==> config.mk <==
export PLATFORM = sky130hd
export DESIGN_NAME = mem_access_ctrl
export DESIGN_NICKNAME = d
export VERILOG_FILES = /design/src/rtl/mem_access_ctrl.sv
export SDC_FILE = /design/constraint.sdc
export NUM_CORES = 1
export LEC_CHECK = 0
export BUFFER_PORTS_ARGS = -buffer_cell sky130_fd_sc_hd__buf_2
export CAP_MARGIN = 40
export CORE_ASPECT_RATIO = 0.6
export CORE_MARGIN = 3
export CORE_UTILIZATION = 47
export CTS_CLUSTER_SIZE = 10
export DETAILED_ROUTE_END_ITERATION = 16
export PLACE_DENSITY = 0.87
export SKIP_LAST_GASP = 1
export SLEW_MARGIN = 20
export SYNTH_ARGS = -nofsm -noshare
export SYNTH_HDL_FRONTEND = slang
export SYNTH_SLANG_ARGS = --single-unit
export TNS_END_PERCENT = 50
==> constraint.sdc <==
create_clock -name clk -period 2.1 [get_ports clk]
set_input_delay 0.42 -clock clk [delete_from_list [all_inputs] [get_ports clk]]
set_output_delay 0.42 -clock clk [all_outputs]
set_load 0.05 [all_outputs]
==> src/rtl/mem_access_ctrl.sv <==
// +--------------------------------------------------------------------------+
// | mem_access_ctrl: MEM-stage load/store engine with req/ack data bus.      |
// | Revision: 1.0                                                            |
// +--------------------------------------------------------------------------+
`default_nettype none

module mem_access_ctrl #(
  parameter int TIMEOUT = 16,
  parameter int CNT_W   = 8
) (
  input  logic        clk,
  input  logic        rst_n,
  input  logic [4:0]  mem_wd,
  input  logic        mem_wreg,
  input  logic [31:0] mem_wdata,
  input  logic [31:0] mem_addr_i,
  input  logic        wmem_i,
  input  logic        rmem_i,
  output logic        stall_req,
  output logic        dbus_req,
  output logic        dbus_we,
  output logic [31:0] dbus_addr,
  output logic [31:0] dbus_wdata,
  input  logic        dbus_ack,
  input  logic [31:0] dbus_rdata,
  output logic [4:0]  wb_wd,
  output logic        wb_wreg,
  output logic [31:0] wb_wdata,
  output logic        align_err,
  output logic        bus_err
);

  typedef enum logic [0:0] {
    IDLE     = 1'b0,
    WAIT_ACK = 1'b1
  } state_t;

  localparam logic [CNT_W-1:0] CNT_LAST = CNT_W'(TIMEOUT - 1);

  state_t           state;
  logic [CNT_W-1:0] cnt;
  logic             memop;
  logic             misaligned;
  logic             at_limit;

  assign memop      = wmem_i | rmem_i;
  assign misaligned = memop & (mem_addr_i[1:0] != 2'b00);
  assign at_limit   = (cnt == CNT_LAST);

  // Released in the ack/abort cycle so EX/MEM advances on the completing edge.
  assign stall_req = (state == IDLE) ? (memop & ~misaligned)
                                     : (~dbus_ack & ~at_limit);

  always_ff @(posedge clk or negedge rst_n) begin
    if (!rst_n) begin
      state      <= IDLE;
      cnt        <= '0;
      dbus_req   <= 1'b0;
      dbus_we    <= 1'b0;
      dbus_addr  <= '0;
      dbus_wdata <= '0;
      wb_wd      <= '0;
      wb_wreg    <= 1'b0;
      wb_wdata   <= '0;
      align_err  <= 1'b0;
      bus_err    <= 1'b0;
    end else begin
      align_err <= 1'b0;
      bus_err   <= 1'b0;
      case (state)
        IDLE: begin
          if (!memop) begin
            wb_wd    <= mem_wd;
            wb_wreg  <= mem_wreg;
            wb_wdata <= mem_wdata;
          end else if (misaligned) begin
            align_err <= 1'b1;
            wb_wd     <= mem_wd;
            wb_wreg   <= 1'b0;
            wb_wdata  <= mem_wdata;
          end else begin
            dbus_req   <= 1'b1;
            dbus_we    <= wmem_i;
            dbus_addr  <= {mem_addr_i[31:2], 2'b00};
            dbus_wdata <= mem_wdata;
            wb_wreg    <= 1'b0;
            cnt        <= '0;
            state      <= WAIT_ACK;
          end
        end
        WAIT_ACK: begin
          if (dbus_ack) begin
            dbus_req <= 1'b0;
            state    <= IDLE;
            wb_wd    <= mem_wd;
            // dbus_we is held for the whole access, so it tells load from store.
            if (!dbus_we) begin
              wb_wreg  <= mem_wreg;
              wb_wdata <= dbus_rdata;
            end else begin
              wb_wreg  <= 1'b0;
            end
          end else if (at_limit) begin
            dbus_req <= 1'b0;
            bus_err  <= 1'b1;
            wb_wreg  <= 1'b0;
            state    <= IDLE;
          end else begin
            cnt     <= cnt + CNT_W'(1);
            wb_wreg <= 1'b0;
          end
        end
        default: state <= IDLE;
      endcase
    end
  end

endmodule

`default_nettype wire

Word-level counts from Yosys, hierarchy flattened
Index checks and enable logic that the tools add are counted.
{ "classes": {"n_addsub": 1, "eq_ne": 9, "mux": 35, "bitwise_logic": 8, "n_reduce_logical": 6} }
{ "op_table": {"columns": ["operator", "n"], "rows": [
  ["$mux W32", 4],
  ["$pmux W32 S2", 1],
  ["$mux W8", 4],
  ["$mux W1", 18],
  ["$pmux W8 S2", 1],
  ["$mux W5", 3],
  ["$ne A2 B2 Y1 const B", 6],
  ["$pmux W5 S2", 1],
  ["$reduce_and A3 Y1", 3],
  ["$add A8 B1 Y8 const B", 1],
  ["$eq A8 B4 Y1 const B", 1],
  ["$pmux W1 S2", 3],
  ["$not A1 Y1", 4],
  ["$reduce_and A4 Y1", 1],
  ["$and A1 B1 Y1", 3],
  ["$ne A3 B2 Y1 const B", 1],
  ["$ne A3 B3 Y1 const B", 1],
  ["$reduce_and A2 Y1", 1],
  ["$reduce_bool A2 Y1", 1],
  ["$or A1 B1 Y1", 1]
]} }
{ "word_totals": {"register_bits": 113, "elab_cells": 70} }

Longest topological paths before layout
Gate-level depths: netlist of run 1.
{ "depth": {"word_depth": 5, "depth_mapped": 6, "ltp_nobuf": 6} }

Least setup slack after synthesis of run 1
No wires, ideal clock.
{ "synth_timing": {"kind": "input to output", "from": "input dbus_ack", "to": "output stall_req", "arrival_ns": 1.502, "slack_ns": 0.178, "stages": 5, "n_path_buf": 1, "cell_sequence": "buf_2 and2b_2 a21boi_2 nor2_4 inv_1"} }
{ "synth_via": {"elab_chain_cells": 3} }
{ "synth_lines": {"columns": ["item", "line", "rtl"], "rows": [
  ["from (decl)", "24", "input logic dbus_ack,"],
  ["$not A1 Y1", "52", ": (~dbus_ack & ~at_limit);"],
  ["$and A1 B1 Y1", "52", null],
  ["$mux W1", "51", "assign stall_req = (state == IDLE) ? (memop & ~misaligned)"],
  ["to (decl)", "19", "output logic stall_req,"]
]} }
No other way between the ends.

Final worst setup path of run 1
{ "layout_timing": {"from": "register cnt[0]", "to": "output stall_req"} }
{ "layout_via": {"elab_chain_cells": 4} }
{ "layout_lines": {"columns": ["item", "line", "rtl"], "rows": [
  ["from (decl)", "41", "logic [CNT_W-1:0] cnt;"],
  ["from (signal assigned)", "109", "cnt <= cnt + CNT_W'(1);"],
  ["$eq A8 B4 Y1", "48", "assign at_limit = (cnt == CNT_LAST);"],
  ["$not A1 Y1", "52", null],
  ["$and A1 B1 Y1", "52", null],
  ["$mux W1", "51", null]
]} }
No other way between the ends.

==> flow_metrics.py, run 1 <==
metrics = {
    "synthesis": {
        "synth_area_leaders": "sky130_fd_sc_hd__dfrtp_1, sky130_fd_sc_hd__mux2_4, sky130_fd_sc_hd__mux2i_1",
        "synth-main-ff-cell": "sky130_fd_sc_hd__dfrtp_1",
        "syn_inst": 351,
        "sequential_cell_area_fraction_in_the_yosys_report_pct": 58.2,
        "netlist-cell-type-count": 36,
        "syn-mean-instance-area_um2": 13.9,
        "yosys_register_bits": 113,
        "synthMostInstantiatedCell": "sky130_fd_sc_hd__dfrtp_1",
        "yosys-top-cells-count": "sky130_fd_sc_hd__dfrtp_1, sky130_fd_sc_hd__mux2_4, sky130_fd_sc_hd__a21oi_1, sky130_fd_sc_hd__nor2_1, sky130_fd_sc_hd__mux2i_1",
        "syn_area_um2": 4860,
        "netlist.top_cell.by_area": "sky130_fd_sc_hd__dfrtp_1",
        "share_of_yosys_cell_area_claimed_by_the_top_area_cell_type_pct": 58.2,
        "synth_enable_flop_cells": 0,
        "asyncSetResetFlopFracSynth_pct": 100,
        "synth-warning-count": 0,
    },
    "setup_path": {
        "crit_path_max_fanout": 2,
        "critPathSlowestCell": "sky130_fd_sc_hd__dfrtp_1",
        "timing.critical_path.from_type": "register",
        "crit_chain": "ha_2 > and4b_2 > a21boi_4 > nor2_4 > inv_2 > buf_8",
        "cp_data_required_time_ns": 1.68,
        "crit_type": "register to primary output",
        "critical_path.n_buffers_inverters": 2,
        "worst_setup_path_end_kind": "primary output",
        "critPathTopFamily": "flip-flops",
        "timing.critical_path.arrival_ns": 1.71,
        "crit_path_max_incr_delay_ns": 0.39,
    },
    "sta": {
        "finalMaxSlewViolations": 0,
        "finalSetupViolations": 1,
        "period_share_pct": 101,
        "post_route_hold_slack_ns": 0.245,
        "setup_ws_ns": -0.0271,
        "finalCriticalPeriod_ns": 2.13,
        "timing.final.hold_violations": 0,
        "finClkSkew_ns": 0.00779,
        "rsz0062_at_grt": "true",
        "timing.fmax_mhz": 470,
    },
    "job": {
        "max-cap-violations": 0,
    },
    "route": {
        "ant_nets": 0,
        "route.detailed.wl_per_inst_um": 16.5,
        "routed_wirelength_mm": 12.2,
        "detail_route.drc_violations": 0,
        "dr.pass1.iters": 6,
        "drt-initial-drc-count": 217,
        "detail_route.vias_per_cell": 5.06,
        "overall_via_count_from_detail_route": 3727,
    },
    "clock_tree": {
        "clk_pin_slew_worst_setup_hold_paths_ns": 0.05,
        "cts_root_buffer": "sky130_fd_sc_hd__clkbuf_16",
        "clock_tree.buffer_depth": 2,
        "cts.sinks": 113,
        "cts-buffers-inserted": 17,
        "cts_tree": "done",
        "clkLatencyLatePin_ns": 0.40,
        "clock_tree.htree_level_count": 4,
    },
    "global_route": {
        "overflow": 0,
        "grt_first_pass_wirelength_mm": 19.3,
        "antenna_found_initial": 0,
        "grt_start_max_net_pins": 39,
        "global_route.usage.total_pct": 21.3,
        "grt_pass1_vias": 3872,
    },
    "floorplan": {
        "num_io_pins": 214,
        "core.rowCount": 28,
        "die_w_um": 137,
        "die_area_um2": 11600,
        "fp.dieH_um": 84.8,
        "coreArea_um2": 9950,
        "initial_core_util_pct": 48.9,
    },
    "pwr": {
        "cellLeakagePower_nw": 3.39,
        "max-vdd-ir-drop_mv": 0.722,
        "pwr_density_cell_nw_per_um2": 1340,
    },
    "finish": {
        "finalNetCount": 697,
        "area_growth_syn_to_layout_pct": 40.9,
        "drive_above_1_share_pct": 57.6,
        "final_cell_count_no_fill": 737,
        "antenna_cells_inserted": 0,
    },
    "run_status": {
        "run_status": "complete, but fails checks",
        "violations_in_the_final_reports": "negative setup slack",
    },
    "placed_design": {
        "globalplace.congestion": 0.870,
        "dp.final_hpwl_mm": 8.83,
        "portBuffers": 211,
        "post-place-ws_ns": 0.0868,
        "placed_cells": 692,
    },
    "hold_path": {
        "min_path_type": "input pin to register",
    },
}
metrics by stage:
step | utilization [%] | cell area, µm² | total power (W) | TNS, ns
3_5_place_dp | 61.3 | 6100 | 0.00619 | 0
4_1_cts | 68.5 | 6810 | 0.00927 | -0.0136
6_report | 68.8 | 6850 | 0.00921 | -0.0271
3_3_place_gp | 61.3 | 6100 | 0.00610 | 0
2_1_floorplan | - | 4870 | 0.00534 | 0
5_1_grt | 68.8 | 6850 | 0.00960 | -0.0902
sequential cells by signal, indices dropped and copies added, names as in the netlist:
name and flops:
dbus_addr 30, wb_wd 5, bus_err 1, dbus_wdata 32, align_err 1, state 1, wb_wreg 1, wb_wdata 32
cnt 8, dbus_we 1, dbus_req 1
metal layers:
metal / GRT usage, % / up-vias / wire length [µm]
met3: 6.77 / 22 / 942
met2: 34.3 / 158 / 5880
met1: 27.0 / 1821 / 5160
met5: 0 / - / 0
met4: 8.06 / 0 / 197
li1: - / 1726 / -
area by class of cell:
| class | instances | area, µm² |
|---|---|---|
| timing repair buffer | 238 | 1310 |
| sequential | 113 | 2830 |
| fill | 728 | 3100 |
| clock buffer | 21 | 460 |
| inverter | 4 | 15.0 |
| tap | 135 | 169 |
| multi-input combinational | 215 | 1900 |
| clock inverter | 11 | 160 |
worst paths after layout:
| check | startpoint | to | slack, ns | cells past startpoint |
|---|---|---|---|---|
| max | cnt[0] | stall_req | -0.03 | 6 |
| max in group asynchronous | rst_n | wb_wdata[18] | 0.99 | 3 |
| min | mem_wreg | wb_wreg | 0.24 | 2 |
| min reg2reg | dbus_req | dbus_req | 0.50 | 1 |
| max reg2reg | state | dbus_wdata[31] | 0.35 | 4 |
| min in group asynchronous | rst_n | dbus_wdata[6] | 0.53 | 2 |
cell families (layout without fill, tap and decap cells):
family,Yosys count,in the layout,synth area share [%]
compound gates,51,51,6.48
buf+inv,24,274,3.11
fa+ha+maj,1,1,0.257
other cells,1,2,0.0771
mux,103,103,26.0
simple gates,58,58,5.94
flops,113,113,58.2
layout by cell type, fill, tap and decap left out, types with 2 or more instances in the layout:
cell type,instances
sky130_fd_sc_hd__buf_2,209
sky130_fd_sc_hd__nand2_1,3
sky130_fd_sc_hd__mux2_4,39
sky130_fd_sc_hd__buf_12,3
sky130_fd_sc_hd__nor2_1,37
sky130_fd_sc_hd__nor3_1,3
sky130_fd_sc_hd__clkbuf_8,2
sky130_fd_sc_hd__clkinvlp_4,2
sky130_fd_sc_hd__inv_1,3
sky130_fd_sc_hd__and3_1,2
sky130_fd_sc_hd__clkbuf_1,2
sky130_fd_sc_hd__dfrtp_1,112
sky130_fd_sc_hd__buf_4,24
sky130_fd_sc_hd__nand3_1,3
sky130_fd_sc_hd__clkinv_2,5
sky130_fd_sc_hd__conb_1,2
sky130_fd_sc_hd__mux2i_1,35
sky130_fd_sc_hd__clkbuf_16,17
sky130_fd_sc_hd__o2bb2ai_1,5
sky130_fd_sc_hd__bufinv_16,4
sky130_fd_sc_hd__mux2_2,29
sky130_fd_sc_hd__a21oi_1,37
repair_timing:
item                                   CTS  global route
setup endpoints to repair                1             1
hold buffers                             1             0
pin swaps                                4             3
endpoints found under the hold margin   11             0
buffers inserted                         7             5
resized for setup                        8             0
power by group:
group,internal (W),switching [W]
Clock,0.00204,0.000957
Combinational,0.000962,0.00227
Sequential,0.00267,0.000318
Total,0.00566,0.00354
Note: power is estimated with default switching activity, not from simulation.
==> run 2: changes to the inputs <==
--- a/config.mk
+++ b/config.mk
@@ -12,7 +12,7 @@
 export CORE_UTILIZATION = 47
 export CTS_CLUSTER_SIZE = 10
 export DETAILED_ROUTE_END_ITERATION = 16
-export PLACE_DENSITY = 0.87
+export PLACE_DENSITY = 0.79
 export SKIP_LAST_GASP = 1
 export SLEW_MARGIN = 20
 export SYNTH_ARGS = -nofsm -noshare
==> run 2 against run 1 <==
Net effect: the flow still finishes with violations (negative setup slack); sequential power barely moved; design area decreased by 1.4%; die area did not move; first-iteration DRC count decreased by 17%; maximum frequency increased by 1.2%; highest routed layer unchanged; hold slack better by 0.0087 ns; sequential share of layout area is 0.59 points higher; global-route usage is 0.10 points higher; register-to-register slack worse by 0.12 ns; worst setup slack better by 0.025 ns; clock power decreased by 10%.
==> flow_metrics.py, run 2 (same netlist as run 1, synthesis figures left out) <==
metrics = {
    "sta": {
        "max_slew.worst_pin.slew_ns": 0.505,
        "timing.fmax_mhz": 476,
        "finalSetupViolations": 1,
        "setup_ws_ns": -0.00187,
        "rsz0062_at_grt": "true",
        "finClkSkew_ns": 0.00955,
        "timing.slew.headroom_pct": 66.3,
        "timing.final.hold_violations": 0,
        "finalCriticalPeriod_ns": 2.10,
        "period_share_pct": 100,
        "finalMaxSlewViolations": 0,
    },
    "global_route": {
        "global_route.usage.total_pct": 21.4,
        "grt_first_pass_wirelength_mm": 19.2,
        "grt_start_max_net_pins": 50,
        "overflow": 0,
        "antenna_found_initial": 0,
        "grt_pass1_vias": 3833,
    },
    "finish": {
        "drive_above_1_share_pct": 57.0,
        "n_fill_cell": 737,
        "reg.largest.list": "dbus_wdata: 32 flops, wb_wdata: 32 flops, dbus_addr: 30 flops",
        "area_growth_syn_to_layout_pct": 38.9,
        "fin_area_um2": 6750,
        "final_common_cell": "sky130_fd_sc_hd__buf_2",
        "seq_area_um2": 2830,
        "mostFrequentLayoutCells": "sky130_fd_sc_hd__buf_2, sky130_fd_sc_hd__dfrtp_1, sky130_fd_sc_hd__mux2_4, sky130_fd_sc_hd__nor2_1, sky130_fd_sc_hd__a21oi_1",
        "antenna_cells_inserted": 0,
        "finalNetCount": 690,
        "multi_input_area_um2": 1900,
        "final_cell_count_no_fill": 730,
    },
    "floorplan": {
        "fp.dieH_um": 84.8,
        "die_w_um": 137,
        "coreArea_um2": 9950,
        "num_io_pins": 214,
        "die_area_um2": 11600,
        "core.rowCount": 28,
        "initial_core_util_pct": 48.9,
    },
    "route": {
        "detail_route.vias_per_cell": 4.96,
        "dr.pass1.iters": 4,
        "drt-initial-drc-count": 181,
        "detail_route.drc_violations": 0,
        "overall_via_count_from_detail_route": 3622,
        "route.detailed.wl_per_inst_um": 16.5,
        "ant_nets": 0,
        "routed_wirelength_mm": 12.1,
    },
    "pwr": {
        "max-vdd-ir-drop_mv": 0.717,
        "total_power_w": 0.00890,
        "pwr_density_cell_nw_per_um2": 1320,
        "cellLeakagePower_nw": 3.33,
    },
    "placed_design": {
        "portBuffers": 211,
        "detailed_place.area_um2": 6090,
        "placed_cells": 689,
        "post-place-ws_ns": 0.129,
        "globalplace.congestion": 0.858,
        "dp.final_hpwl_mm": 9.01,
    },
    "setup_path": {
        "crit_path_max_fanout": 3,
        "cp_data_required_time_ns": 1.68,
        "timing.critical_path.arrival_ns": 1.68,
        "crit_type": "register to primary output",
        "timing.critical_path.from_type": "register",
        "worst_setup_path_end_kind": "primary output",
    },
    "clock_tree": {
        "cts-buffers-inserted": 17,
        "clkLatencyLatePin_ns": 0.39,
        "cts_tree": "done",
        "clock_tree.buffer_depth": 2,
        "cts_root_buffer": "sky130_fd_sc_hd__clkbuf_16",
        "cts.sinks": 113,
        "clk_pin_slew_worst_setup_hold_paths_ns": 0.05,
        "clock_tree.htree_level_count": 4,
    },
    "run_status": {
        "run_status": "complete, but fails checks",
        "violations_in_the_final_reports": "negative setup slack",
    },
    "job": {
        "max-cap-violations": 0,
    },
    "hold_path": {
        "min_path_type": "input pin to register",
    },
}
-- run 2: path summary, 6_finish.rpt --
| check | from | to | slack (ns) | cells past startpoint |
|---|---|---|---|---|
| max in group asynchronous | rst_n | dbus_wdata[1] | 0.94 | 3 |
| worst min register to register | dbus_wdata[26] | dbus_wdata[26] | 0.50 | 1 |
| worst max-delay path | cnt[0] | stall_req | -0.002 | 6 |
| worst min-delay path | mem_wreg | wb_wreg | 0.25 | 2 |
| min in group asynchronous | rst_n | dbus_wdata[8] | 0.53 | 2 |
| worst max register to register | state | dbus_wdata[31] | 0.23 | 4 |
-- run 2: layout make-up --
| cell class | count | share of cell area [%] |
|---|---|---|
| Sequential cell | 113 | 41.9 |
| Multi-Input combinational cell | 215 | 28.2 |
| Timing Repair Buffer | 231 | 18.8 |
| Clock buffer | 21 | 6.67 |
| Tap cell | 135 | 2.50 |
| Clock inverter | 11 | 1.69 |
| Inverter | 4 | 0.222 |
-- run 2: stage by stage --
stage | utilization [%] | TNS, ns | hold slack [ns]
CTS | 67.7 | -0.000251 | 0.237
global route | 67.9 | -0.0798 | 0.247
finish | 67.9 | -0.00187 | 0.253
detailed placement | 61.2 | 0 | 0.423
floorplan | - | 0 | 0.124
global placement | 61.2 | 0 | 0.412
-- run 2: metal layers --
layer | up-vias | GRT usage (%) | routed length (µm)
met1 | 1772 | 27.7 | 5240
met5 | - | 0 | 0
met2 | 138 | 34.3 | 5810
li1 | 1702 | - | -
met4 | 0 | 6.88 | 127
met3 | 10 | 6.95 | 905
-- run 2: worst max-delay path, cell delays in order, from the launching register on --
cell and delay (ns):
sky130_fd_sc_hd__dfrtp_1 0.38, sky130_fd_sc_hd__ha_2 0.20, sky130_fd_sc_hd__and4b_2 0.27, sky130_fd_sc_hd__a21boi_4 0.20
sky130_fd_sc_hd__nor2_4 0.05, sky130_fd_sc_hd__inv_2 0.07, sky130_fd_sc_hd__buf_8 0.14
-- run 2: what timing repair did --
| action | in CTS | in global routing |
|---|---|---|
| pin swaps | 3 | 3 |
| endpoints found under the setup margin | 1 | 1 |
| setup buffers | 6 | 2 |
| hold buffers | 1 | 0 |
| endpoints found under the hold margin | 1 | 0 |
| gates resized for setup | 8 | 0 |
| cloned | 0 | 0 |
-- run 2: where the power goes --
group	switching (W)	internal (W)
clock network	0.000924	0.00176
registers	0.000309	0.00267
logic	0.00227	0.000967
==> run 3: changes to the inputs <==
--- a/config.mk
+++ b/config.mk
@@ -9,10 +9,11 @@
 export CAP_MARGIN = 40
 export CORE_ASPECT_RATIO = 0.6
 export CORE_MARGIN = 3
-export CORE_UTILIZATION = 47
+export CORE_UTILIZATION = 43
 export CTS_CLUSTER_SIZE = 10
 export DETAILED_ROUTE_END_ITERATION = 16
-export PLACE_DENSITY = 0.79
+export MAX_ROUTING_LAYER = met4
+export PLACE_DENSITY = 0.77
 export SKIP_LAST_GASP = 1
 export SLEW_MARGIN = 20
 export SYNTH_ARGS = -nofsm -noshare
==> constraint.sdc (replaced) <==
create_clock -name clk -period 1.9 [get_ports clk]
set_input_delay 0.38 -clock clk [delete_from_list [all_inputs] [get_ports clk]]
set_output_delay 0.38 -clock clk [all_outputs]
set_load 0.05 [all_outputs]
==> run 3 against run 2 <==
Net effect: the run still ends with negative setup slack left; combinational power up 11%; sequential share of layout area down 0.66 points; clock skew down 0.0027 ns; worst setup slack worse by 0.20 ns; design area up 1.6%; die area up 8.8%; non-clock buffer count up 2; first-iteration DRC count down 31%; sequential power up 11%; via count up 1.1%; count of clock-buffer cells in the layout down 1; power up 17%; largest cell class unchanged; largest power group unchanged; highest routed layer unchanged.
==> flow_metrics.py, run 3 (same netlist as run 1, synthesis figures left out) <==
metrics = {
    "run_status": {
        "run_status": "complete, but fails checks",
        "violations_in_the_final_reports": "negative setup slack",
    },
    "setup_path": {
        "critPathSlowestCell": "sky130_fd_sc_hd__dfrtp_1",
        "timing.critical_path.arrival_ns": 1.72,
        "rr_worst_depth": 4,
        "crit_chain": "ha_2 > and4b_2 > a21boi_4 > nor2_4 > inv_2 > buf_8",
        "cp_data_required_time_ns": 1.52,
        "timing.critical_path.from_type": "register",
        "crit_path_max_fanout": 4,
        "crit_type": "register to primary output",
        "worst_setup_path_end_kind": "primary output",
        "crit_path_max_incr_delay_ns": 0.38,
    },
    "floorplan": {
        "die_w_um": 143,
        "fp.dieH_um": 88.4,
        "core.rowCount": 29,
        "die_area_um2": 12700,
        "num_io_pins": 214,
        "initial_core_util_pct": 45.1,
        "coreArea_um2": 10800,
    },
    "pwr": {
        "p_switching_w": 0.00402,
        "power.share.sequential_pct": 31.5,
        "cellLeakagePower_nw": 3.38,
        "netSwitchingFraction_pct": 38.5,
        "p_int_w": 0.00643,
        "max-vdd-ir-drop_mv": 0.824,
        "power_frac_clock_pct": 33.9,
        "pwr_density_cell_nw_per_um2": 1520,
        "comb_power_share_pct": 34.6,
    },
    "route": {
        "dr.pass1.iters": 4,
        "ant_nets": 0,
        "detail_route.vias_per_cell": 4.97,
        "routed_wirelength_mm": 12.9,
        "drt-initial-drc-count": 124,
        "overall_via_count_from_detail_route": 3661,
        "route.detailed.wl_per_inst_um": 17.5,
        "detail_route.drc_violations": 0,
    },
    "finish": {
        "area_growth_syn_to_layout_pct": 41.1,
        "finalNetCount": 692,
        "antenna_cells_inserted": 0,
        "n_fill_cell": 851,
        "final_cell_count_no_fill": 736,
        "final_common_cell": "sky130_fd_sc_hd__buf_2",
        "mostFrequentLayoutCells": "sky130_fd_sc_hd__buf_2, sky130_fd_sc_hd__dfrtp_1, sky130_fd_sc_hd__mux2_4, sky130_fd_sc_hd__nor2_1, sky130_fd_sc_hd__a21oi_1",
        "reg.largest.list": "dbus_wdata: 32 flops, wb_wdata: 32 flops, dbus_addr: 30 flops",
        "drive_above_1_share_pct": 57.6,
    },
    "job": {
        "max-cap-violations": 0,
    },
    "sta": {
        "timing.fmax_mhz": 476,
        "post_route_hold_slack_ns": 0.0338,
        "finalCriticalPeriod_ns": 2.10,
        "timing.final.hold_violations": 0,
        "rsz0062_at_grt": "true",
        "finClkSkew_ns": 0.00688,
        "setup_ws_ns": -0.202,
        "finalSetupViolations": 1,
        "max_slew.worst_pin.slew_ns": 0.658,
        "timing.slew.headroom_pct": 56.2,
        "finalMaxSlewViolations": 0,
        "period_share_pct": 111,
    },
    "clock_tree": {
        "clkLatencyLatePin_ns": 0.40,
        "cts.sinks": 113,
        "cts-buffers-inserted": 17,
        "postCtsHoldBufs": 0,
        "cts_tree": "done",
        "cts_root_buffer": "sky130_fd_sc_hd__clkbuf_16",
        "clock_tree.htree_level_count": 4,
        "clock_tree.buffer_depth": 2,
        "clk_pin_slew_worst_setup_hold_paths_ns": 0.06,
    },
    "placed_design": {
        "post-place-ws_ns": 0.0141,
        "portBuffers": 211,
        "placed_cells": 695,
        "dp.final_hpwl_mm": 8.98,
        "globalplace.congestion": 0.911,
    },
    "global_route": {
        "grt_first_pass_wirelength_mm": 19.7,
        "antenna_found_initial": 0,
        "grt_start_max_net_pins": 114,
        "overflow": 0,
        "global_route.usage.total_pct": 21.0,
        "grt_pass1_vias": 3825,
    },
    "hold_path": {
        "min_path_type": "input pin to async pin",
    },
}
[run 3: cell count changes in the layout (fill, tap and decap cells not counted), sizes merged]
cell and change:
clkbuf -1, dlygate4sd3 -1, clkinv -3, buf +3, bufinv +3, inv +1
[run 3: power groups by stage]
stage	registers (W)	logic [W]	clock network, W
finish	0.00329	0.00361	0.00355
global route	0.00337	0.00378	0.00374
CTS	0.00329	0.00361	0.00361
detailed placement	0.00331	0.00359	0
global placement	0.00328	0.00353	0
floorplan	0.00501	0.000900	0
[run 3: area by class of cell]
class | count | area (µm²) | area share, %
Clock inverter | 12 | 205 | 2.99
Multi-Input combinational cell | 215 | 1900 | 27.7
Timing Repair Buffer | 233 | 1280 | 18.7
Inverter | 4 | 15.0 | 0.219
Tap cell | 139 | 174 | 2.53
Sequential cell | 113 | 2830 | 41.2
Clock buffer | 20 | 457 | 6.66
[run 3: routing by layer]
layer / vias up / share of wire [%] / wire length (µm) / global-route usage, %
li1: 1702 / - / - / -
met1: 1801 / 45 / 5850 / 27.3
met2: 152 / 47 / 6100 / 32.7
met3: 6 / 6.5 / 841 / 6.21
met4: 0 / 0.54 / 70 / 5.64
met5: - / 0 / 0 / -
[run 3: worst paths after layout]
path / from / endpoint / slack (ns)
hold reg to reg: dbus_wdata[25] / dbus_wdata[25] / 0.50
setup / recovery: cnt[0] / stall_req / -0.20
min in group clk: mem_wreg / wb_wreg / 0.19
setup reg to reg: state / dbus_wdata[27] / 0.09
max in group asynchronous: rst_n / dbus_wdata[28] / 1.36
hold / removal: rst_n / dbus_wdata[21] / 0.03
[run 3: repair_timing]
action / in CTS / in global routing
gates cloned: 0 / 0
setup endpoints to repair: 1 / 1
buffers inserted: 5 / 4
gates resized for setup: 6 / 1
pin swaps: 2 / 2
[run 3: stage by stage]
stage                     util, %  cell area (µm²)  setup TNS, ns  total power, W
after CTS                    63.3             6820         -0.197          0.0105
after global placement       56.7             6110              0         0.00681
after floorplan                 -             4870              0         0.00591
final                        63.7             6860         -0.202          0.0105
after global routing         63.7             6860         -0.279          0.0109
after detailed placement     56.7             6110              0         0.00690
[run 3: critical path: cells and delay by family, from the launching register on]
kind	cells	cell delay, ns
flops	1	0.38
buf+inv	2	0.21
simple gates	2	0.33
fa+ha+maj	1	0.19
compound gates	1	0.20
